$ cat config.mk
export PLATFORM = sky130hd
export DESIGN_NAME = rgb_hue_fader
export DESIGN_NICKNAME = d
export VERILOG_FILES = /design/src/rtl/rgb_pkg.sv /design/src/rtl/rgb_pwm_channel.sv /design/src/rtl/rgb_hue_fader.sv
export SDC_FILE = /design/constraint.sdc
export NUM_CORES = 1
export LEC_CHECK = 0
export CORE_MARGIN = 2
export CORE_UTILIZATION = 50
export DETAILED_ROUTE_END_ITERATION = 8
export PLACE_DENSITY = 0.81
export SLEW_MARGIN = 20
export SYNTH_ARGS = -nofsm -noshare
export SYNTH_HDL_FRONTEND = slang
export SYNTH_SLANG_ARGS = --single-unit
$ cat constraint.sdc
create_clock -name clk -period 2.1 [get_ports clk]
set_input_delay 0.42 -clock clk [delete_from_list [all_inputs] [get_ports clk]]
set_output_delay 0.42 -clock clk [all_outputs]
set_load 0.005 [all_outputs]
$ cat src/rtl/rgb_pkg.sv
// Shared types for the RGB hue fader: hue sector encoding and the wheel-step helper.
package rgb_pkg;

    typedef enum logic [2:0] {
        RED     = 3'd0,
        YELLOW  = 3'd1,
        GREEN   = 3'd2,
        CYAN    = 3'd3,
        BLUE    = 3'd4,
        MAGENTA = 3'd5
    } sector_t;

    // Unused encodings fall back to RED so a corrupted sector self-heals.
    function automatic sector_t next_sector(input sector_t cur);
        sector_t nxt;
        case (cur)
            RED:     nxt = YELLOW;
            YELLOW:  nxt = GREEN;
            GREEN:   nxt = CYAN;
            CYAN:    nxt = BLUE;
            BLUE:    nxt = MAGENTA;
            MAGENTA: nxt = RED;
            default: nxt = RED;
        endcase
        return nxt;
    endfunction

endpackage

$ cat src/rtl/rgb_pwm_channel.sv
// One PWM colour channel: duty latched at period end, registered polarity-adjusted pin.
module rgb_pwm_channel #(
    parameter int PWM_BITS   = 8,
    parameter bit ACTIVE_LOW = 1'b1
) (
    input  logic                clk,
    input  logic                rst,
    input  logic [PWM_BITS-1:0] pwm_cnt,
    input  logic [PWM_BITS-1:0] level,
    output logic                pin
);

    localparam logic [PWM_BITS-1:0] MAX = {PWM_BITS{1'b1}};

    logic [PWM_BITS-1:0] duty_q;
    logic [PWM_BITS-1:0] duty_d;
    logic                pin_q;
    logic                pin_d;
    logic                lit_s;

    // Next duty and pin level; duty only moves on the last count of a period.
    always_comb begin
        duty_d = duty_q;
        if (pwm_cnt == MAX) begin
            duty_d = level;
        end else begin
            duty_d = duty_q;
        end
        lit_s = (duty_q == MAX) || (pwm_cnt < duty_q);
        pin_d = lit_s ^ ACTIVE_LOW;
    end

    // Duty latch and output register.
    always_ff @(posedge clk) begin
        if (rst) begin
            duty_q <= {PWM_BITS{1'b0}};
            pin_q  <= ACTIVE_LOW;
        end else begin
            duty_q <= duty_d;
            pin_q  <= pin_d;
        end
    end

    assign pin = pin_q;

endmodule

$ cat src/rtl/rgb_hue_fader.sv
// Hue-wheel RGB LED driver: prescaled ramp walks six sectors, three PWM channels drive the pins.
module rgb_hue_fader
    import rgb_pkg::*;
#(
    parameter int PWM_BITS      = 8,
    parameter int STEP_INTERVAL = 46_875,
    parameter bit ACTIVE_LOW    = 1'b1
) (
    input  logic       clk,
    input  logic       rst,
    input  logic       run,
    input  logic       mode,
    output logic       RGB_R,
    output logic       RGB_G,
    output logic       RGB_B,
    output logic [2:0] sector,
    output logic       wheel_wrap
);

    localparam logic [PWM_BITS-1:0] MAX  = {PWM_BITS{1'b1}};
    localparam logic [PWM_BITS-1:0] ZERO = {PWM_BITS{1'b0}};
    localparam int PRESC_W = (STEP_INTERVAL > 1) ? $clog2(STEP_INTERVAL) : 1;
    localparam logic [PRESC_W-1:0] PRESC_LAST = PRESC_W'(STEP_INTERVAL - 1);

    logic [PRESC_W-1:0]  presc_q,   presc_d;
    logic [PWM_BITS-1:0] ramp_q,    ramp_d;
    sector_t             sector_q,  sector_d;
    logic                wrap_q,    wrap_d;
    logic [PWM_BITS-1:0] pwm_cnt_q, pwm_cnt_d;

    logic                tick_s;
    logic [PWM_BITS-1:0] ramp_inv_s;
    logic [PWM_BITS-1:0] lvl_r_s, lvl_g_s, lvl_b_s;

    // Prescaler, ramp and sector advance; a paused run holds everything in place.
    always_comb begin
        tick_s    = run && (presc_q == PRESC_LAST);
        presc_d   = presc_q;
        ramp_d    = ramp_q;
        sector_d  = sector_q;
        wrap_d    = 1'b0;
        pwm_cnt_d = pwm_cnt_q + {{(PWM_BITS-1){1'b0}}, 1'b1};
        if (tick_s) begin
            presc_d = {PRESC_W{1'b0}};
            ramp_d  = ramp_q + {{(PWM_BITS-1){1'b0}}, 1'b1};
            if (ramp_q == MAX) begin
                sector_d = next_sector(sector_q);
                wrap_d   = (sector_q == MAGENTA);
            end else begin
                sector_d = sector_q;
                wrap_d   = 1'b0;
            end
        end else if (run) begin
            presc_d = presc_q + {{(PRESC_W-1){1'b0}}, 1'b1};
        end else begin
            presc_d = presc_q;
        end
    end

    // Target level per channel; ramp_inv never underflows because ramp <= MAX.
    always_comb begin
        ramp_inv_s = MAX - ramp_q;
        lvl_r_s    = ZERO;
        lvl_g_s    = ZERO;
        lvl_b_s    = ZERO;
        if (mode) begin
            case (sector_q)
                RED:     begin lvl_r_s = MAX;        lvl_g_s = ramp_q;     lvl_b_s = ZERO;       end
                YELLOW:  begin lvl_r_s = ramp_inv_s; lvl_g_s = MAX;        lvl_b_s = ZERO;       end
                GREEN:   begin lvl_r_s = ZERO;       lvl_g_s = MAX;        lvl_b_s = ramp_q;     end
                CYAN:    begin lvl_r_s = ZERO;       lvl_g_s = ramp_inv_s; lvl_b_s = MAX;        end
                BLUE:    begin lvl_r_s = ramp_q;     lvl_g_s = ZERO;       lvl_b_s = MAX;        end
                MAGENTA: begin lvl_r_s = MAX;        lvl_g_s = ZERO;       lvl_b_s = ramp_inv_s; end
                default: begin lvl_r_s = ZERO;       lvl_g_s = ZERO;       lvl_b_s = ZERO;       end
            endcase
        end else begin
            case (sector_q)
                RED:     begin lvl_r_s = MAX;  lvl_g_s = ZERO; lvl_b_s = ZERO; end
                YELLOW:  begin lvl_r_s = MAX;  lvl_g_s = MAX;  lvl_b_s = ZERO; end
                GREEN:   begin lvl_r_s = ZERO; lvl_g_s = MAX;  lvl_b_s = ZERO; end
                CYAN:    begin lvl_r_s = ZERO; lvl_g_s = MAX;  lvl_b_s = MAX;  end
                BLUE:    begin lvl_r_s = ZERO; lvl_g_s = ZERO; lvl_b_s = MAX;  end
                MAGENTA: begin lvl_r_s = MAX;  lvl_g_s = ZERO; lvl_b_s = MAX;  end
                default: begin lvl_r_s = ZERO; lvl_g_s = ZERO; lvl_b_s = ZERO; end
            endcase
        end
    end

    // Hue state and free-running PWM counter.
    always_ff @(posedge clk) begin
        if (rst) begin
            presc_q   <= {PRESC_W{1'b0}};
            ramp_q    <= ZERO;
            sector_q  <= RED;
            wrap_q    <= 1'b0;
            pwm_cnt_q <= ZERO;
        end else begin
            presc_q   <= presc_d;
            ramp_q    <= ramp_d;
            sector_q  <= sector_d;
            wrap_q    <= wrap_d;
            pwm_cnt_q <= pwm_cnt_d;
        end
    end

    rgb_pwm_channel #(.PWM_BITS(PWM_BITS), .ACTIVE_LOW(ACTIVE_LOW)) u_ch_r (
        .clk     (clk),
        .rst     (rst),
        .pwm_cnt (pwm_cnt_q),
        .level   (lvl_r_s),
        .pin     (RGB_R)
    );

    rgb_pwm_channel #(.PWM_BITS(PWM_BITS), .ACTIVE_LOW(ACTIVE_LOW)) u_ch_g (
        .clk     (clk),
        .rst     (rst),
        .pwm_cnt (pwm_cnt_q),
        .level   (lvl_g_s),
        .pin     (RGB_G)
    );

    rgb_pwm_channel #(.PWM_BITS(PWM_BITS), .ACTIVE_LOW(ACTIVE_LOW)) u_ch_b (
        .clk     (clk),
        .rst     (rst),
        .pwm_cnt (pwm_cnt_q),
        .level   (lvl_b_s),
        .pin     (RGB_B)
    );

    assign sector     = sector_q;
    assign wheel_wrap = wrap_q;

endmodule

==> run summary <==
The run finished with clean final reports. Starting density of the core: 51.5%. The analysis attributes to net switching a power of 0.000577 W. From synthesis to final layout, the design area changed by 17.0%. Sequential area share after synthesis: 36.1%.

Yosys mapped a number of flops with a built-in enable equal to 0. Synthesis produced 448 cells. The initial antenna violation count was 0. The tools report the worst reg2reg path startpoint as presc_q[11]$_SDFFE_PP0P_. The critical path required time is 2.39 ns. The part of the cycle the worst path needs was 100%.

The number of buffers added on ports is 10, and the count of clock tree sinks is 63. The clock slew seen by the registers of the worst setup and hold paths was 0.08 ns. STA puts the critical path data arrival time at 2.39 ns. Along the worst path, the maximum fanout reaches 6. The worst path in the final design needs a cycle of 2.10 ns, including I/O delays and setup.

For the pin with the worst max-slew slack, the measured transition is 0.418 ns. The start point of the critical path was presc_q[11]$_SDFFE_PP0P_. For the final count of hold timing violations, the log shows 0.

The run gives 14.4 mm as the global-route wire length before repair. TritonCTS built the clock tree. Cell-internal power: 0.00198 W. The type of element launching the critical path was a register.

The top cell types in the final layout, fill and taps aside, are 62 x dfxtp_1, 50 x nor2_1, 43 x a21oi_1. The tools report the number of pins exceeding their max-slew limit in the final report as 0. The async set-or-reset flop fraction in the synthesized netlist came out at 0%.

The setup path with the least slack is of type register to register. Across the run, the number of max-cap violations was 0. The post-route netlist has 11.6% of its cells at a drive strength greater than 1.

The root buffer cell is clkbuf_8. For this run, the leading register cell type out of synthesis is dfxtp_1. The endpoint type of the worst setup path was a register. The run gives 8.62 mm as the total detailed-routing wirelength.

After the last flow step, the layout net total stands at 499. For the number of violations reported at the end of detailed-routing iteration 0, the log shows 213. The tightest min-delay check is of the register to register type.

The logs give 7680 um^2 for the area of the die and 0.0103 ns for the worst clock skew. X dimension of the die: 87.6 um. The register bit count reported by yosys is 63, and the post-synth net total is 477. The run gives -0.399 ns as the worst setup timing slack at the placement stage. The tools report the detailed placer's ending HPWL as 5.95 mm. For this run, the total global-route usage over all layers was measured as 23.8%. Smallest setup slack after layout: 0.000627 ns. For the cell area after synthesis, the log shows 3500 um^2. Headroom to the max-slew limit came out at 71.4%.

For this run, the number of Yosys warnings is 0. The power density relative to cell area works out to 624 nW/um^2. The tools report the total number of vias as 3319. In this run switching power makes up 22.6% of total power. The total overflow left after global routing is 0. Setup violations remaining at the end of the flow were counted as 0.

The via-per-instance ratio works out to 5.81. The share of total power dissipated in combinational logic is 5.3%. For the remaining number of nets flagged by the antenna check after routing, the log shows 0. Setup repair after global routing could not meet its margin everywhere. Based on the critical path, the design can be clocked at up to 476 MHz.

The logs give 7 for the iteration count of the initial detailed-routing pass and 47.9% for the share of power burned in registers. In the final routed layout, each cell accounts on average for 15.1 um. Entering global routing, the biggest net connects 30 pins.

The number of clock buffers added by TritonCTS is 9. For the final weighted congestion in routability-driven placement, the log shows 0.896. For this design the top-level I/O count stands at 11.

Number of diodes added for antenna fixing: 0. The overall power came out at 0.00255 W. Via count of the first global-routing pass: 3152. For this run, design rule violations remaining after detail routing come to 0.

The largest vdd supply drop was 0.456 mV; the maximum buffer depth of the clock tree was 2. The hold path startpoint was presc_q[15]$_SDFFE_PP0P_. Per report_power, the clock group accounts for 46.8% of the total.

The floorplan step set the die height to 87.6 um. The H-tree was split into 3 levels. Synthesis instantiated 40 different standard cells from the library.

The logs give 0.35 ns for the clock latency on the worst-skew pair and 1.41 nW for the static power due to leakage. Across all hold checks on the routed design, the worst slack comes to 0.496 ns. The most frequent standard cell in the layout excluding fill and tap cells was dfxtp_1. Row generation in the floorplan step produced 30 rows. The region available for standard cell placement spans 6790 um^2.

The average size of a mapped cell was 7.81 um^2.
## cell families after synthesis
family	after synthesis	share of synthesized area [%]
simple gates	160	22.7
compound gates	121	20.8
mux	1	0.286
xor+xnor	19	4.76
fa+ha+maj	25	8.94
flops	63	36.1
buf+inv	59	6.40
## routing by layer
layer / GRT usage (%) / wire (um) / vias to the layer above
met2: 37.5 / 4040 / 125
met1: 31.6 / 3910 / 1525
met4: 8.53 / 139 / 0
li1: - / - / 1648
met5: 0 / 0 / -
met3: 5.94 / 529 / 21
## cell usage after synthesis, types with 2 or more instances
| library cell | instances | share of area [%] |
|---|---|---|
| nand2_1 | 35 | 3.8 |
| a2111oi_0 | 5 | 1.3 |
| nand4b_1 | 2 | 0.50 |
| a21oi_1 | 45 | 6.4 |
| buf_2 | 2 | 0.29 |
| nor4b_1 | 2 | 0.50 |
| and4_1 | 2 | 0.50 |
| o211ai_1 | 15 | 3.2 |
| o311ai_0 | 2 | 0.50 |
| nand4_1 | 13 | 2.3 |
| nor3_1 | 5 | 0.72 |
| clkbuf_1 | 23 | 2.5 |
| nor4_1 | 6 | 1.1 |
| xnor2_1 | 12 | 3.0 |
| nand2b_1 | 6 | 1.1 |
| dfxtp_1 | 63 | 36 |
| a211o_1 | 3 | 0.75 |
| nor2b_1 | 4 | 0.72 |
| nand3_1 | 15 | 2.1 |
| nand3b_1 | 2 | 0.43 |
| o31ai_1 | 7 | 1.5 |
| or3_1 | 4 | 0.72 |
| nor2_1 | 50 | 5.4 |
| buf_1 | 6 | 0.64 |
| o21ai_0 | 34 | 4.9 |
| ha_1 | 25 | 8.9 |
| or2_2 | 2 | 0.36 |
| a211oi_1 | 4 | 0.86 |
| or4_1 | 9 | 1.9 |
| o31a_1 | 2 | 0.50 |
| xor2_1 | 7 | 1.8 |
| inv_1 | 28 | 3.0 |
## cell type report
type | instances | area, um^2
fill | 596 | 2700
multi-input combinational | 327 | 2040
sequential | 63 | 1260
timing repair buffer | 41 | 348
clock buffer | 11 | 141
tap | 96 | 120
inverter | 28 | 105
clock inverter | 5 | 81.3
## per-stage QoR
stage               instances  utilization (%)  cell area (um^2)  TNS, ns
floorplan                 448                -              3510        0
global placement          554             56.6              3840    -3.13
detailed placement        554             56.6              3840    -5.28
CTS                       571             60.1              4080  -0.0163
global route              571             60.3              4090  -0.0522
finish                    571             60.3              4090        0
## power by group through the flow
stage | combinational, W | sequential (W) | clock, W
floorplan | 0.0000737 | 0.00125 | 0
global placement | 0.000129 | 0.00125 | 0
detailed placement | 0.000133 | 0.00125 | 0
CTS | 0.000135 | 0.00122 | 0.00121
global route | 0.000152 | 0.00122 | 0.00126
finish | 0.000135 | 0.00122 | 0.00120
## repair_timing
action | in CTS | in global routing
hold buffers | 0 | 0
buffers inserted | 1 | 0
pin swaps | 1 | 1
cloned | 0 | 1
endpoints found under the setup margin | 5 | 9
resized for setup | 3 | 4
## final timing paths
check | to | slack (ns) | cells after the start
setup / recovery | ramp_q[5]$_SDFFE_PP0P_ | 0.0006 | 4
hold / removal | presc_q[15]$_SDFFE_PP0P_ | 0.50 | 2
setup reg to reg | ramp_q[5]$_SDFFE_PP0P_ | 0.0006 | 4
hold reg to reg | presc_q[15]$_SDFFE_PP0P_ | 0.50 | 2
## sequential cells by signal, summed over array words and instances, names as in the netlist
name and count:
presc_q 16, pwm_cnt_q 8, ramp_q 8, sector 3
u_ch_b.duty_q 8, u_ch_b.pin 1, u_ch_g.duty_q 8, u_ch_g.pin 1
u_ch_r.duty_q 8, u_ch_r.pin 1, wheel_wrap 1
## critical path, stage by stage (launching register included)
cell and delay (ns):
dfxtp_1 0.32, or4_1 0.56, or4_4 0.48, or4_1 0.56
a21oi_2 0.12
Power figures use the tool's default switching activity.
